<file path="src/rtl/nn_wmem_arbiter.sv">
// nn_wmem_arbiter: arbitrates one port of a 32x32 weight SRAM between the learn loader and the classify engine
//
// Build option: define LEARN_PRIORITY_EN for fixed loader priority on ties,
// otherwise ties are resolved round-robin.
//
// Ports:
//   clk, rst                    clock and synchronous active-high reset
//   ld_req/ld_addr/ld_len       loader burst request, start address, length
//   ld_wdata/ld_wvalid          loader write word and its valid
//   ld_gnt/ld_wready/ld_done    loader grant pulse, write ready, completion pulse
//   cl_req/cl_addr/cl_len       classify burst request, start address, length
//   cl_gnt/cl_rdata/cl_rvalid   classify grant pulse, read word and its valid
//   cl_done                     classify completion, coincident with last cl_rvalid
//   MEM_A/MEM_CSB/MEM_WEB/MEM_OEB/MEM_IDATA/MEM_ODATA  SRAM port, active-low controls
//   busy                        high whenever a burst is in progress
module nn_wmem_arbiter #(
    parameter int ADDR_W = 5,
    parameter int DATA_W = 32,
    parameter int LEN_W  = 6
) (
    input  logic              clk,
    input  logic              rst,
    input  logic              ld_req,
    input  logic [ADDR_W-1:0] ld_addr,
    input  logic [LEN_W-1:0]  ld_len,
    input  logic [DATA_W-1:0] ld_wdata,
    input  logic              ld_wvalid,
    output logic              ld_gnt,
    output logic              ld_wready,
    output logic              ld_done,
    input  logic              cl_req,
    input  logic [ADDR_W-1:0] cl_addr,
    input  logic [LEN_W-1:0]  cl_len,
    output logic              cl_gnt,
    output logic [DATA_W-1:0] cl_rdata,
    output logic              cl_rvalid,
    output logic              cl_done,
    output logic [ADDR_W-1:0] MEM_A,
    output logic              MEM_CSB,
    output logic              MEM_WEB,
    output logic              MEM_OEB,
    output logic [DATA_W-1:0] MEM_IDATA,
    input  logic [DATA_W-1:0] MEM_ODATA,
    output logic              busy
);
    localparam logic [LEN_W-1:0] MAX_LEN = LEN_W'(2 ** ADDR_W);
    localparam logic [LEN_W-1:0] ONE     = LEN_W'(1);

    typedef enum logic [1:0] {IDLE, LD_BURST, CL_BURST, CL_DRAIN} state_t;

    state_t            state_q, state_d;
    logic [ADDR_W-1:0] addr_q, addr_d;
    logic [LEN_W-1:0]  beats_q, beats_d;
    logic              ld_gnt_q, cl_gnt_q;
    logic              ld_done_q, ld_done_d;
    logic              cl_done_q, cl_done_d;
    logic              rvalid_q;
    logic              arb_en, pick_ld, pick_cl, wr_en, rd_en;
    logic [LEN_W-1:0]  req_len;

    // The grant-pulse cycle is spent in IDLE without re-arbitrating, so the
    // burst state starts one cycle after the grant.
    assign arb_en  = (state_q == IDLE) & ~ld_gnt_q & ~cl_gnt_q;
`ifdef LEARN_PRIORITY_EN
    assign pick_ld = arb_en & ld_req;
`else
    logic last_cl_q;
    assign pick_ld = arb_en & ld_req & (~cl_req | last_cl_q);
    always_ff @(posedge clk) begin
        if (rst)
            last_cl_q <= 1'b1;
        else if (arb_en & (ld_req | cl_req))
            last_cl_q <= ~pick_ld;
    end
`endif
    assign pick_cl = arb_en & cl_req & ~pick_ld;
    assign req_len = pick_ld ? ld_len : cl_len;

    always_comb begin
        state_d   = state_q;
        addr_d    = addr_q;
        beats_d   = beats_q;
        ld_done_d = 1'b0;
        cl_done_d = 1'b0;
        case (state_q)
            IDLE: begin
                if (pick_ld | pick_cl) begin
                    addr_d  = pick_ld ? ld_addr : cl_addr;
                    beats_d = (req_len > MAX_LEN) ? MAX_LEN : req_len;
                end else if (ld_gnt_q) begin
                    ld_done_d = (beats_q == '0);
                    state_d   = (beats_q == '0) ? IDLE : LD_BURST;
                end else if (cl_gnt_q) begin
                    cl_done_d = (beats_q == '0);
                    state_d   = (beats_q == '0) ? IDLE : CL_BURST;
                end
            end
            LD_BURST: begin
                if (ld_wvalid) begin
                    addr_d    = addr_q + 1'b1;
                    beats_d   = beats_q - 1'b1;
                    ld_done_d = (beats_q == ONE);
                    state_d   = (beats_q == ONE) ? IDLE : LD_BURST;
                end
            end
            CL_BURST: begin
                addr_d    = addr_q + 1'b1;
                beats_d   = beats_q - 1'b1;
                cl_done_d = (beats_q == ONE);
                state_d   = (beats_q == ONE) ? CL_DRAIN : CL_BURST;
            end
            default: state_d = IDLE;
        endcase
    end

    always_ff @(posedge clk) begin
        if (rst) begin
            state_q   <= IDLE;
            addr_q    <= '0;
            beats_q   <= '0;
            ld_gnt_q  <= 1'b0;
            cl_gnt_q  <= 1'b0;
            ld_done_q <= 1'b0;
            cl_done_q <= 1'b0;
            rvalid_q  <= 1'b0;
        end else begin
            state_q   <= state_d;
            addr_q    <= addr_d;
            beats_q   <= beats_d;
            ld_gnt_q  <= pick_ld;
            cl_gnt_q  <= pick_cl;
            ld_done_q <= ld_done_d;
            cl_done_q <= cl_done_d;
            rvalid_q  <= rd_en;
        end
    end

    assign wr_en     = (state_q == LD_BURST) & ld_wvalid;
    assign rd_en     = (state_q == CL_BURST);
    assign MEM_CSB   = ~(wr_en | rd_en);
    assign MEM_WEB   = ~wr_en;
    assign MEM_OEB   = ~rd_en;
    assign MEM_A     = addr_q;
    assign MEM_IDATA = wr_en ? ld_wdata : '0;
    assign ld_gnt    = ld_gnt_q;
    assign cl_gnt    = cl_gnt_q;
    assign ld_done   = ld_done_q;
    assign cl_done   = cl_done_q;
    assign ld_wready = (state_q == LD_BURST);
    assign busy      = (state_q != IDLE);
    assign cl_rvalid = rvalid_q;
    // The SRAM registers its read output, so the word is already a register
    // output in the cycle after the access; it is forwarded with rvalid.
    assign cl_rdata  = rvalid_q ? MEM_ODATA : '0;
endmodule

</file>
<file path="config.mk">
export PLATFORM = sky130hd
export DESIGN_NAME = nn_wmem_arbiter
export DESIGN_NICKNAME = d
export VERILOG_FILES = /design/src/rtl/nn_wmem_arbiter.sv
export SDC_FILE = /design/constraint.sdc
export NUM_CORES = 1
export LEC_CHECK = 0
export ABC_AREA = 1
export ABC_CLOCK_PERIOD_IN_PS = 3790
export BUFFER_PORTS_ARGS = -buffer_cell sky130_fd_sc_hd__buf_2
export CAP_MARGIN = 20
export CELL_PAD_IN_SITES_DETAIL_PLACEMENT = 0
export CELL_PAD_IN_SITES_GLOBAL_PLACEMENT = 1
export CORE_MARGIN = 2
export CORE_UTILIZATION = 24
export CTS_CLUSTER_SIZE = 14
export DETAILED_ROUTE_END_ITERATION = 10
export MAX_ROUTING_LAYER = met4
export PLACE_DENSITY = 0.88
export SETUP_SLACK_MARGIN = 0.4
export SYNTH_ARGS = -nofsm -noshare
export SYNTH_HDL_FRONTEND = slang
export SYNTH_SLANG_ARGS = --single-unit
</file>
<file path="constraint.sdc">
create_clock -name clk -period 3.79 [get_ports clk]
set_input_delay 1.137 -clock clk [delete_from_list [all_inputs] [get_ports clk]]
set_output_delay 1.137 -clock clk [all_outputs]
set_load 0.03 [all_outputs]
</file>
* Word-level counts from Yosys, hierarchy flattened
Cells that the tools add are included.
W data, S select, Z words.
** Cells by class
- Add/subtract/negate cells :: 2
- Magnitude comparators :: 1
- Equal/unequal tests :: 7
- Muxes and demuxes :: 28
- Bitwise operators :: 19
- Reduce and logical (&&, ||, !) cells :: 6
** Operators by type and width (number)
- $mux W32 :: 2
- $mux W6 :: 4
- $pmux W6 S3 :: 1
- $mux W5 :: 3
- $pmux W5 S3 :: 1
- $mux W2 :: 5
- $mux W1 :: 9
- $and A1 B1 Y1 :: 8
- $not A1 Y1 :: 7
- $eq A6 B1 Y1 const B :: 1
- $gt A6 B6 Y1 const B :: 1
- $logic_not A6 Y1 :: 1
- $pmux W2 S3 :: 1
- $reduce_and A3 Y1 :: 2
- $sub A6 B1 Y6 const B :: 1
- $add A5 B1 Y5 const B :: 1
- $ne A2 B2 Y1 const B :: 2
- $or A1 B1 Y1 :: 4
- $pmux W1 S2 :: 2
- $ne A3 B3 Y1 const B :: 1
- $reduce_bool A3 Y1 :: 1
- $eq A2 B1 Y1 const B :: 1
- $eq A2 B2 Y1 const B :: 1
- $logic_not A2 Y1 :: 1
- 2 further kinds :: 2
** Word-level totals
- Bits in registers :: 19
- Bits of input ports :: 91
- Output and inout port bits :: 79
- Logic and storage cells :: 72

* Longest topological paths before layout
- Word-level depth :: 10
- Gate-level depth with buffers :: 12
- Depth with buffers taken out :: 11

* Worst setup path after synthesis
Ideal clock, no wire load.
- Kind :: input to output
- Start :: input ld_wvalid
- End :: output MEM_IDATA[22]
- Arrival time :: 2064 ps
- Required time :: 2653 ps
- Setup slack :: 589 ps
- Stages :: 3
- Buffers on the path :: 1
- Path through :: nand2_1 > clkbuf_1 > nor2_1
** On the way
- Cells in the longest elaborated chain, start to end :: 2
** Ends and longest elaborated chain
- from (decl) :: RTL line 27 : input logic ld_wvalid,
- $and A1 B1 Y1 :: RTL line 138 : assign wr_en = (state_q == LD_BURST) & ld_wvalid;
- $mux W32 :: RTL line 144 : assign MEM_IDATA = wr_en ? ld_wdata : '0;
- to (decl) :: RTL line 42 : output logic [DATA_W-1:0] MEM_IDATA,
No other way between the ends.

* Final worst setup path
- Start :: input ld_wvalid
- End :: output MEM_CSB
** On the way
- Cells in the longest elaborated chain, start to end :: 3
** Ends and longest elaborated chain
- $and A1 B1 Y1 :: RTL line 138
- $or A1 B1 Y1 :: RTL line 140 : assign MEM_CSB = ~(wr_en | rd_en);
- $not A1 Y1 :: RTL line 140
- to (decl) :: RTL line 39 : output logic MEM_CSB,
No other way between the ends.

==> impl_metrics.toml <==
[logic_synthesis]
yosysTopAreaCellShare_pct = 20.74
synth-async-reset-ratio_pct = 0
synth_top_family_by_area = "simple AND/OR/NAND/NOR gates"
synth-edff-count = 0
postSynthCellCount = 324
yosys.area.top_type = "dfxtp_1"
synth-xor-area-share_pct = 1.432
synthMuxAreaShare_pct = 0
avgSynthCellArea_sq_um = 5.661
synthSimpleGateAreaFrac_pct = 32.47
ys_types = 34
synth_fa_ha_area_share_pct = 5.457
synth_nets = 423
synth_area_leaders = "dfxtp_1, inv_1, nor2_1, nand2_1, ha_1"
ys_seq_area_share_pct = 20.74
synth_compound_gate_area_share_pct = 16.98
synth_flop_cell = "dfxtp_1"
yosysWarnings = 0
ys_ff_latch = 19
syn_area_sq_mm = 0.001834

[pwr]
p_per_area_mw_per_mm2 = 552.9
internal_power_w = 0.0006798
swShare_pct = 55.96
pwr-share-comb_pct = 68.3
clkPwrFrac_pct = 9.3
ir_worst_vdd_v = 0.0002715
leakagePower_nw = 1.998
seqPwrFrac_pct = 22.4
p_sw_w = 0.0008637

[critical_path]
required_ns = 2.65
criticalPathCategory = "in -> out"
worstSetupEndpointType = "output pin"
reg2reg_depth = 8
r2r-start = "state_q[0]"
crit_path_start_kind = "input port"
crit_arrival_ns = 2.00
r2r_setup_slack_ns = 1.66
rr_endpoint = "MEM_A[3]"
worstPathMaxFanout = 34

[detailed_routing]
wl_per_cell_um = 10.67
drt-total-wl_um = 6250
ant_nets = 0
dr_wl_met2_um = 3014
wl_met1_um = 2628
met3_length_um = 494
drc = 0
num_vias = 2447
drtIter0Drc = 72
maxUsedRoutingLayer = "met4"
drtPass1Iterations = 4
vias_per_cell = 4.176

[clocking]
post_cts_buffers = 0
ctsResizeCount = 0
cts_root_buf = "clkbuf_8"
clkLatencyLatePin_ns = 0.26
hold_buffers = 0
cts_buffers = 3
cts_tree = "built"
cts_max_level = 1
cts.clk_slew.worst_paths_ns = 0.07
cts.sinks = 19
cts_buffer_depth = 2

[die]
rows = 31
initial_core_util_pct = 25.02
die_h_um = 91.42
dieArea_sq_mm = 0.008358
io_pins = 170
core_area_sq_mm = 0.007331
die_w_um = 91.42

[layout]
register_area_sq_um = 380.4
drive_above_1_share_pct = 40.66
final_common_cell = "buf_2"
diodes = 0
multi_input_area_sq_mm = 0.001033
syn_to_final_growth_pct = 52.18
fin_nets = 587
fillers = 823
layout_common_cells = "buf_2, inv_1, nor2_1"
utilization_pct = 38.08

[sta]
hold_viol_final = 0
fin_tns_setup_ns = 0
fin_crit_ns = 3.135
rsz0062_at_grt = "false"
finalMaxSlewViolations = 0
max_freq_mhz = 318.9
relSlewSlack_pct = 34.21
setup_viol = 0
finalCritPeriodShare_pct = 82.73
worst_slew_pin_slew_ns = 0.9855
fin_skew_ns = 0.002561

[global_route]
grt_use_total_pct = 14.16
grt_pass1_wl_um = 9687
grt_pass1_vias = 2148
antenna_found_initial = 0
grt_max_degree = 35
overflow = 0

[hold_path]
hp-class = "reg -> reg"
hold_depth = 2
worstHoldEndpoint = "state_q[0]"
min_from = "state_q[0]"

[job]
drv_cap = 0

[place]
portBuffers = 169
gp_congestion = 0.7861
dp.final_hpwl_um = 5282

[outcome]
status = "complete, no violations"
[worst max-delay path by stage]
stage	end	startpoint	slack (ns)	cells past startpoint
floorplan	MEM_IDATA[22]	ld_wvalid	0.59	3
global placement	MEM_CSB	ld_wvalid	0.65	6
detailed placement	MEM_CSB	ld_wvalid	0.64	6
CTS	MEM_CSB	ld_wvalid	0.64	6
global route	MEM_CSB	ld_wvalid	0.54	6
finish	MEM_CSB	ld_wvalid	0.65	6
[synthesized netlist by cell type (2+ instances only)]
| cell type | n |
|---|---|
| a21oi_1 | 16 |
| a21oi_2 | 3 |
| a31oi_1 | 3 |
| clkbuf_1 | 7 |
| dfxtp_1 | 19 |
| ha_1 | 8 |
| inv_1 | 91 |
| inv_2 | 2 |
| nand2_1 | 52 |
| nand2_2 | 8 |
| nand3_1 | 8 |
| nand4_1 | 6 |
| nor2_1 | 60 |
| o211ai_1 | 2 |
| o211ai_2 | 2 |
| o21ai_0 | 14 |
| o21ai_1 | 3 |
| o21ai_2 | 2 |
| or2_2 | 2 |
| xor2_1 | 2 |
[area by class of cell]
class	instances	share of cell area, %
clock buffer	4	1.614
inverter	94	12.73
multi-input combinational	200	37.02
sequential	19	13.63
tap	99	4.437
timing repair buffer	170	30.57
[routing by layer]
| metal | vias up | global-route usage [%] |
|---|---|---|
| met1 | 1037 | 16.07 |
| met5 | - | - |
| met4 | 0 | 3.535 |
| met2 | 119 | 25.61 |
| met3 | 11 | 2.490 |
| li1 | 1280 | - |
[logic make-up after synthesis]
family,count (synthesis)
xor+xnor,3
simple gates,140
compound gates,49
buf+inv,105
fa+ha+maj,8
flops,19
[sequential cells by signal, summed over array words and instances, names as in the netlist]
signal     flops
MEM_A          5
cl_done        1
beats_q        6
ld_gnt         1
state_q        2
cl_gnt         1
cl_rvalid      1
ld_done        1
last_cl_q      1
[critical path: stages]
cell     delay [ns]
buf_2          0.10
nand2_1        0.05
buf_4          0.30
inv_1          0.10
nor2_1         0.09
buf_2          0.21
[through the flow]
step / area, sq um / hold WS, ns / power [W] / worst slack (ns) / instances
final: 2791 / 0.5118 / 0.001544 / 0.6547 / 586
after global routing: 2791 / 0.5361 / 0.001679 / 0.5382 / 586
after CTS: 2791 / 0.5179 / 0.001555 / 0.6395 / 586
after detailed placement: 2746 / 0.5073 / 0.001410 / 0.6425 / 582
after global placement: 2746 / 0.4936 / 0.001394 / 0.6522 / 582
after floorplan: 1834 / 0.4775 / 0.001169 / 0.5894 / 324
[power by group through the flow]
stage	clock network [W]	registers, W	logic (W)
final	0.000144	0.000345	0.00105
after global routing	0.000158	0.000356	0.00117
after CTS	0.000146	0.000345	0.00106
after detailed placement	0	0.000350	0.00106
after global placement	0	0.000346	0.00105
after floorplan	0	0.000375	0.000794
No activity file was read; power rests on OpenSTA's default activity.
